### src/rtl/sram_write_queue.sv
// In-order write queue feeding the renderer slot of the SRAM controller.
// Optional constant-fill engine (screen clear / scroll blanking) is built when SRAM_FILL_EN is defined.
package sram_pkg;
    localparam int SRAM_ADDRESS_WIDTH = 18;
    localparam int SRAM_DATA_WIDTH    = 16;

    typedef struct packed {
        logic [SRAM_ADDRESS_WIDTH-1:0] address;
        logic [SRAM_DATA_WIDTH-1:0]    dout;
        logic                          we_n;
        logic                          oe_n;
        logic                          den;
    } SramRequest_t;

    typedef struct packed {
        logic [SRAM_DATA_WIDTH-1:0] din;
        logic                       done;
    } SramResult_t;
endpackage

// state | meaning
// IDLE  | accepting writes, draining the FIFO
// DRAIN | fill latched, writes blocked, waiting for queued writes to finish
// FILL  | issuing fill words until the count is exhausted
module sram_write_queue
    import sram_pkg::*;
#(
    parameter int FIFO_DEPTH = 8
) (
    input  logic                          clk,
    input  logic                          rst,
    input  logic                          wr_valid,
    output logic                          wr_ready,
    input  logic [SRAM_ADDRESS_WIDTH-1:0] wr_address,
    input  logic [SRAM_DATA_WIDTH-1:0]    wr_data,
    input  logic                          fill_start,
    input  logic [SRAM_ADDRESS_WIDTH-1:0] fill_base,
    input  logic [SRAM_ADDRESS_WIDTH-1:0] fill_count,
    input  logic [SRAM_DATA_WIDTH-1:0]    fill_data,
    output logic                          fill_busy,
    output SramRequest_t                  sramRequest,
    input  SramResult_t                   sramResult,
    output logic [$clog2(FIFO_DEPTH):0]   pending,
    output logic                          idle
);
    localparam int PTR_W = $clog2(FIFO_DEPTH);
    localparam int AW    = SRAM_ADDRESS_WIDTH;
    localparam int DW    = SRAM_DATA_WIDTH;
    localparam logic [PTR_W:0] DEPTH_CNT = (PTR_W+1)'(FIFO_DEPTH);

    logic [AW-1:0]    addrMem [FIFO_DEPTH];
    logic [DW-1:0]    dataMem [FIFO_DEPTH];
    logic [PTR_W-1:0] rdPtr;
    logic [PTR_W-1:0] wrPtr;
    logic [PTR_W:0]   pendingNext;
    logic             fifoHasWord;
    logic             push;
    logic             pop;
    logic             writeOpen;
    logic             fillActive;
    logic [AW-1:0]    fillAddr;
    logic [DW-1:0]    fillData;
    logic             unusedResult;

    assign unusedResult = ^sramResult.din;

    assign fifoHasWord = (pending != '0);
    assign wr_ready    = (pending != DEPTH_CNT) && writeOpen;
    assign push        = wr_valid && wr_ready;
    assign pop         = fifoHasWord && sramResult.done;
    assign idle        = !fifoHasWord && writeOpen;

    always_comb begin
        pendingNext = pending;
        if (push && !pop) begin
            pendingNext = pending + (PTR_W+1)'(1);
        end else if (!push && pop) begin
            pendingNext = pending - (PTR_W+1)'(1);
        end
    end

    always_ff @(posedge clk or negedge rst) begin
        if (!rst) begin
            rdPtr   <= '0;
            wrPtr   <= '0;
            pending <= '0;
        end else begin
            if (push) wrPtr <= wrPtr + PTR_W'(1);
            if (pop)  rdPtr <= rdPtr + PTR_W'(1);
            pending <= pendingNext;
        end
    end

    // Storage needs no reset; occupancy alone decides what is valid.
    always_ff @(posedge clk) begin
        if (push) begin
            addrMem[wrPtr] <= wr_address;
            dataMem[wrPtr] <= wr_data;
        end
    end

`ifdef SRAM_FILL_EN
    typedef enum logic [1:0] {IDLE, DRAIN, FILL} state_t;

    state_t        state;
    logic [AW-1:0] fillRemain;

    always_ff @(posedge clk or negedge rst) begin
        if (!rst) begin
            state      <= IDLE;
            fill_busy  <= 1'b0;
            fillAddr   <= '0;
            fillRemain <= '0;
            fillData   <= '0;
        end else begin
            case (state)
                IDLE: begin
                    if (fill_start && (fill_count != '0)) begin
                        fillAddr   <= fill_base;
                        fillRemain <= fill_count;
                        fillData   <= fill_data;
                        fill_busy  <= 1'b1;
                        // Skip DRAIN when nothing is left queued after this edge.
                        state      <= (pendingNext == '0) ? FILL : DRAIN;
                    end
                end
                DRAIN: begin
                    if (pendingNext == '0) state <= FILL;
                end
                FILL: begin
                    if (sramResult.done) begin
                        fillAddr   <= fillAddr + AW'(1);
                        fillRemain <= fillRemain - AW'(1);
                        if (fillRemain == AW'(1)) begin
                            state     <= IDLE;
                            fill_busy <= 1'b0;
                        end
                    end
                end
                default: state <= IDLE;
            endcase
        end
    end

    assign writeOpen  = (state == IDLE);
    assign fillActive = (state == FILL);
`else
    logic unusedFill;

    assign unusedFill = ^{fill_start, fill_base, fill_count, fill_data};
    assign fill_busy  = 1'b0;
    assign writeOpen  = 1'b1;
    assign fillActive = 1'b0;
    assign fillAddr   = '0;
    assign fillData   = '0;
`endif

    // Request is held steady until done; the controller's VGA cycles simply see it unchanged.
    always_comb begin
        sramRequest      = '0;
        sramRequest.we_n = 1'b1;
        sramRequest.oe_n = 1'b1;
        if (fifoHasWord) begin
            sramRequest.address = addrMem[rdPtr];
            sramRequest.dout    = dataMem[rdPtr];
            sramRequest.we_n    = 1'b0;
            sramRequest.den     = 1'b1;
        end else if (fillActive) begin
            sramRequest.address = fillAddr;
            sramRequest.dout    = fillData;
            sramRequest.we_n    = 1'b0;
            sramRequest.den     = 1'b1;
        end
    end
endmodule

### config.mk
export PLATFORM = sky130hd
export DESIGN_NAME = sram_write_queue
export DESIGN_NICKNAME = d
export VERILOG_FILES = /design/src/rtl/sram_write_queue.sv
export SDC_FILE = /design/constraint.sdc
export NUM_CORES = 1
export LEC_CHECK = 0
export CAP_MARGIN = 10
export CORE_MARGIN = 10
export CORE_UTILIZATION = 25
export CTS_BUF_LIST = sky130_fd_sc_hd__clkbuf_4
export DETAILED_ROUTE_END_ITERATION = 7
export DONT_BUFFER_PORTS = 1
export SLEW_MARGIN = 0
export SYNTH_ARGS = -nofsm -noshare
export SYNTH_HDL_FRONTEND = slang
export SYNTH_SLANG_ARGS = --single-unit
### constraint.sdc
create_clock -name clk -period 7 [get_ports clk]
set_input_delay 2.1 -clock clk [delete_from_list [all_inputs] [get_ports clk]]
set_output_delay 2.1 -clock clk [all_outputs]
set_load 0.01 [all_outputs]
==> results of run 1 <==
==> layout by cell type (no fill, tap or decap) <==
master     count
or4_4          1
nand3_1        5
a22o_1        30
inv_1          3
inv_2          3
and2_4         1
or4_1          1
fa_1           1
a21oi_1        2
nor3_2         4
nor3_1         1
nand2_1        4
ha_1           5
a22o_2         4
or3_1          1
or4b_2         1
diode_2        3
nor4_2         1
dfrtp_1        8
mux2i_1        1
nand2_2        1
clkbuf_4     102
xnor2_1        6
bufinv_16      3
edfxtp_1     272
o211ai_1       2
mux2_2         3
mux4_2        68
clkinv_1      21
dfrtp_4        2
o21ai_0        1
nand2b_1       2
conb_1         2
a2111o_1       1
buf_4         13
nand3b_1       1
nor2_4         4
clkinv_2       6
==> registers in the layout, indices dropped and copies added (netlist names) <==
name	flops
addrMem	144
dataMem	128
pending	4
rdPtr	3
wrPtr	3
==> cell families (layout without fill, tap and decap cells) <==
| logic type | after synthesis | after routing | synth area share |
|---|---|---|---|
| AO/OA/AOI/OAI | 40 | 40 | 0.0317 |
| XOR/XNOR | 6 | 6 | 0.00485 |
| adder cells (fa/ha/maj) | 6 | 6 | 0.00762 |
| buffers and inverters | 33 | 151 | 0.0186 |
| flip-flops | 282 | 282 | 0.777 |
| multiplexers | 72 | 72 | 0.145 |
| other | 2 | 5 | 0.000693 |
| AND/OR/NAND/NOR | 28 | 28 | 0.0144 |
==> worst reg2reg max path: stages, from the launching register on <==
cell and delay, ns:
dfrtp_1 0.51, or4b_2 0.84, nand2_2 0.24, inv_1 0.07
ha_1 0.26, inv_1 0.16, ha_1 0.31, or4_1 0.48
o211ai_1 0.10, o211ai_1 0.09
==> final timing paths <==
| check | startpoint | to | slack [ns] | cells after the start |
|---|---|---|---|---|
| min in group asynchronous | rst | wrPtr[2] | 1.04 | 0 |
| worst max register to register | pending[1] | pending[3] | 3.82 | 9 |
| worst max-delay path | rdPtr[0] | sramRequest[18] | 1.73 | 3 |
| worst min register to register | rdPtr[2] | rdPtr[2] | 0.55 | 1 |
| max in group asynchronous | rst | rdPtr[1] | 5.87 | 0 |
| worst min-delay path | rdPtr[2] | rdPtr[2] | 0.55 | 1 |
==> layout make-up <==
type                    instances  area [µm²]  share of cell area
clock inverters                33         210              0.0168
diodes                          3        7.51            0.000599
multi-input cells             154        2270               0.182
clock buffers                 102         766              0.0611
inverters                       3        11.3            0.000899
well taps                     585         732              0.0584
flip-flops and latches        282        8430               0.673
repair buffers                 13        97.6             0.00779
==> report_power, final <==
part           switching, µW  total (µW)  internal (µW)  leakage (µW)
Clock                    671        1460            792      0.000581
Sequential               245        2370           2130       0.00258
Combinational            768        1410            645      0.000804
Total                   1680        5250           3570       0.00397
==> layer usage <==
metal	up-vias	wire length, µm
met4	0	503
li1	2176	-
met5	-	0
met3	39	2270
met2	160	12200
met1	2567	9540
==> per-stage QoR <==
| stage | hold WS (ns) | area (µm²) | util | total power, µW |
|---|---|---|---|---|
| 2_1_floorplan | 0.467 | 10800 | - | 3460 |
| 3_3_place_gp | 0.535 | 11500 | 0.269 | 3860 |
| 3_5_place_dp | 0.539 | 11500 | 0.269 | 3900 |
| 4_1_cts | 0.553 | 12500 | 0.291 | 5390 |
| 5_1_grt | 0.569 | 12500 | 0.291 | 5590 |
| 6_report | 0.545 | 12500 | 0.291 | 5250 |
==> metrics.md, run 1 <==
| Metric | Value |
|---|---|
| Most common cell in the netlist | edfxtp_1 |
| Starting Density | 0.252 |
| Vias in the first global route | 5467 |
| Max-slew headroom | 0.237 |
| Max Freq | 190 MHz |
| Mapped Area | 0.0108 mm² |
| Biggest area consumer among synthesized cells | edfxtp_1 |
| Synth area leaders | edfxtp_1, mux4_2, a22o_1, dfrtp_1, ha_1 |
| Antenna Nets Post-Route | 0 |
| Global placer's final weighted congestion | 0.647 |
| Setup Buffers After CTS | 0 |
| Drt total wl | 24500 µm |
| Worst-margin pin slew | 1.14 ns |
| Syn Area/Cell | 23.1 µm² |
| CTS resizes | 0 |
| Non-filler cells, final | 1175 |
| Setup TNS | 0 ns |
| Final Hold Fails | 0 |
| Final setup fails | 0 |
| Initial antenna violation count | 2 |
| Yosys reg bits | 282 |
| I/O Buffers | 0 |
| Core ar. | 0.0430 mm² |
| Critical path capture point type | output port |
| Die area | 0.0521 mm² |
| Synth Flop Type | edfxtp_1 |
| Crit path required time | 4.90 ns |
| Post-synthesis instance total | 469 |
| Num ports | 151 |
| CTS root buf | clkbuf_4 |
| Seq/Total Area, Yosys | 0.777 |
| Peak VDD IR | 0.000220 V |
| Busiest layer in global routing | met2 |
| Status | complete, no violations |
| CTS Buf Count | 76 |
| Sum of buffers and inverters on the critical path | 1 |
| Routing usage on met3 | 0.0458 |
| Area Growth Syn to Fin | 15.6% |
| Die width | 228 µm |
| GR met2 Demand/Resource | 0.156 |
| Post-synth top cells | edfxtp_1, mux4_2, a22o_1 |
| Critical path launch point type | register |
| Slowest cell on the critical path | dfrtp_4 |
| Async SR Flop Fraction | 0.0355 |
| Hold buffers post-CTS | 0 |
| Vias per cell | 4.21 |
| Layout cell share with drive strength beyond 1 | 0.370 |
| Nets | 643 |
| Number of core rows | 76 |
| Clk slew on worst S/H paths | 0.06 ns |
| First-pass GRT wire length | 36200 µm |
| TritonCTS Sinks | 282 |
| Global route total overflow | 0 |
| CTS tree | done |
| Max H-tree Level | 3 |
| Hold Path Class | reg -> reg |
| Fillers | 4283 |
| PnR worst setup slack | 1.73 ns |
| Die Ht | 228 µm |
| Fin crit period | 5.27 ns |
| Share of the synthesized area in the top cell type | 0.754 |
| P_leak | 0.00397 µW |
| Vias | 4942 |
| Worst stage delay on the critical path | 1.09 ns |
| PwrDens | 419 mW/mm² |
| CP cell instances | buf_4 -> mux4_2 -> a22o_1 |
| Syn Nets | 582 |
| Final slew viol count | 0 |
| Clk_lat worst skew | 0.75 ns |
| Critical path arrival | 3.17 ns |
| Clock skew | 0.0468 ns |
| 1st-iter DRT viols | 281 |
| Synthesis Warnings | 0 |
| Largest net degree at the start of global routing | 48 |
| Detailed placer's ending HPWL | 13400 µm |
| DRC violations left | 0 |
| M1 GR Usage | 0.105 |
| WL/cell | 20.8 µm |
| Drt first pass iters | 4 |
| Max Cap Viol | 0 |
| RSZ-0062 raised after global routing | no |
| Post-synth EDFFs | 272 |
| Max FO, Critical Path | 46 |
| Cells after DPL | 1037 |
| Place WS | 2.41 ns |
| Kind of critical path | reg -> out |
| Delay-heaviest family, CP | flip-flops |
| Total track usage | 0.0955 |
| Period utilization | 0.753 |
| Synth cell types | 35 |
| Max Root-Sink Buffers | 3 |
(Power assumes the default switching activity.)
==> run 2, diff against run 1 <==
==> constraint.sdc (replaced) <==
create_clock -name clk -period 5.5 [get_ports clk]
set_input_delay 1.65 -clock clk [delete_from_list [all_inputs] [get_ports clk]]
set_output_delay 1.65 -clock clk [all_outputs]
set_load 0.01 [all_outputs]
==> run 2 against run 1 <==
Core utilization rose by 0.24 points. Die area unchanged. Global-route usage is 0.39 points lower. Critical path depth grew 2. Largest power group unchanged.
==> metrics.md, run 2 (synthesis results as in run 1) <==
| Metric | Value |
|---|---|
| Most frequent cells in the layout | edfxtp_1, clkbuf_4, mux4_2 |
| Max FO, Critical Path | 21 (-54%) |
| Drt total wl | 23700 µm (-3.1%) |
| DRC violations left | 0 (unchanged) |
| PnR worst setup slack | 0.834 ns (-0.897 ns) |
| Num ports | 151 (unchanged) |
| Pint | 4610 µW (+29%) |
| Vias per cell | 4.20 (-0.15%) |
| I/O Buffers | 0 (unchanged) |
| Global placer's final weighted congestion | 0.629 (-2.7%) |
| Hold buffers post-CTS | 0 (unchanged) |
| Starting Density | 0.252 (unchanged) |
| WL/cell | 20.2 µm (-3.2%) |
| Cells after DPL | 1042 (+0.48%) |
| Reg2reg path depth | 9 (unchanged) |
| Largest registers | addrMem: 144 flops, dataMem: 128 flops, pending: 4 flops |
| Critical path capture point type | output port |
| Number of core rows | 76 (unchanged) |
| Final setup fails | 0 (unchanged) |
| Die width | 228 µm (unchanged) |
| Hold path cells | 1 (unchanged) |
| Max-slew headroom | 0.331 (+0.0939) |
| Area Growth Syn to Fin | 16.5% |
| First-pass GRT wire length | 35000 µm (-3.4%) |
| Final slew viol count | 0 (unchanged) |
| Vias in the first global route | 5482 (+0.27%) |
| Setup TNS | 0 ns (unchanged) |
| 1st-iter DRT viols | 298 (+6.0%) |
| Comb pwr share | 0.274 (+0.005) |
| Die Ht | 228 µm (unchanged) |
| Beginning of the critical path | pending[0] |
| Clock skew | 0.0718 ns (+0.0250 ns) |
| CTS root buf | clkbuf_4 |
| Initial antenna violation count | 2 (unchanged) |
| Hold path start | rdPtr[2] |
| TritonCTS Sinks | 282 (unchanged) |
| Most common cell after layout, fill and taps aside | edfxtp_1 |
| Hold_ws | 0.545 ns (-0.0000890 ns) |
| RSZ-0062 raised after global routing | no |
| Critical path arrival | 3.02 ns (-0.15 ns) |
| Antenna Nets Post-Route | 0 (unchanged) |
| Status | complete, no violations |
| CTS resizes | 0 (unchanged) |
| Largest net degree at the start of global routing | 56 (+17%) |
| Clock Power Share | 0.283 (+0.004) |
| Core ar. | 0.0430 mm² (unchanged) |
| Period utilization | 0.848 |
| Most flops, register | addrMem |
| Worst r2r dst | pending[3] |
| Max Cap Viol | 0 (unchanged) |
| Clk_lat worst skew | 0.78 ns (+0.03 ns) |
| Max Freq | 214 MHz |
| Hold endpoint | rdPtr[2] |
| Setup Buffers After CTS | 0 (unchanged) |
| Largest register FFs | 144 (unchanged) |
| Peak VDD IR | 0.000246 V (+12%) |
| R2R Path Start | pending[0] |
| Finished Core Util | 0.294 (+0.00236) |
| Layout cell share with drive strength beyond 1 | 0.375 (+0.00554) |
| Place WS | 1.49 ns (-0.925 ns) |
| Detailed placer's ending HPWL | 13800 µm (+2.5%) |
| Final Hold Fails | 0 (unchanged) |
| Global route total overflow | 0 (unchanged) |
| Die area | 0.0521 mm² (unchanged) |
| Non-filler cells, final | 1176 (+0.085%) |
| Crit path required time | 3.85 ns (-1.05 ns) |
| Nets | 648 (+0.78%) |
| Switch Pwr | 2150 µW (+28%) |
| Fin crit period | 4.67 ns |
| PwrDens | 535 mW/mm² (+28%) |
| Sequential power share | 0.443 (-0.009) |
| Switch share | 0.318 (-0.00282) |
| Worst-margin pin slew | 0.998 ns (-0.140 ns) |
| Vias | 4939 (-0.061%) |
| CTS tree | done |
| Reg2reg setup slack | 2.31 ns (-1.51 ns) |
| Max Root-Sink Buffers | 3 (unchanged) |
| Drt first pass iters | 5 (+1) |
| P_leak | 0.00401 µW (+0.99%) |
| Hold Path Class | reg -> reg |
| Clk slew on worst S/H paths | 0.06 ns (about the same) |
| Total track usage | 0.0917 (-0.00388) |
| Kind of critical path | reg -> out |
| CTS Buf Count | 76 (unchanged) |
| Critical path launch point type | register |
| Fillers | 4270 (-0.30%) |
| Max H-tree Level | 3 (unchanged) |
-- run 2: how the worst max path moves through the flow --
stage | end | slack (ns) | depth (start not counted)
2_1_floorplan | addrMem[2][0] | 0.88 | 2
3_3_place_gp | sramRequest[19] | 1.49 | 5
3_5_place_dp | sramRequest[19] | 1.49 | 5
4_1_cts | sramRequest[19] | 0.58 | 5
5_1_grt | sramRequest[19] | 0.54 | 5
6_report | sramRequest[15] | 0.83 | 5
-- run 2: area by class of cell --
class,instances,area (µm²),share of cell area
timing repair buffer,18,160,0.0127
sequential,282,8430,0.667
tap,585,732,0.0580
antenna,2,5.00,0.000396
clock buffer,100,751,0.0595
clock inverter,32,258,0.0204
multi-input combinational,154,2280,0.181
inverter,3,11.3,0.000892
-- run 2: critical path, cell delays in order (launching register included) --
cell and delay (ns):
dfrtp_1 0.55, or4_4 0.24, inv_1 0.15, nor2_4 0.71, buf_4 0.32, a22o_1 0.25
-- run 2: layer usage --
metal / track usage / vias to the layer above / wire length [µm]
li1: - / 2181 / -
met1: 0.0980 / 2578 / 9330
met2: 0.151 / 140 / 11900
met3: 0.0457 / 40 / 1980
met4: 0.0406 / 0 / 475
met5: 0 / - / 0
-- run 2: through the flow --
stage | total power, µW | area [µm²]
global placement | 4960 | 11600
finish | 6760 | 12600
global route | 7180 | 12600
floorplan | 4400 | 10800
detailed placement | 5000 | 11600
CTS | 6950 | 12600
-- run 2: power groups by stage --
stage               Sequential, µW  Clock (µW)  Combinational (µW)
CTS                           3010        1990                1940
global route                  3040        2110                2030
finish                        2990        1910                1850
floorplan                     2850           0                1550
global placement              3040           0                1920
detailed placement            3060           0                1940
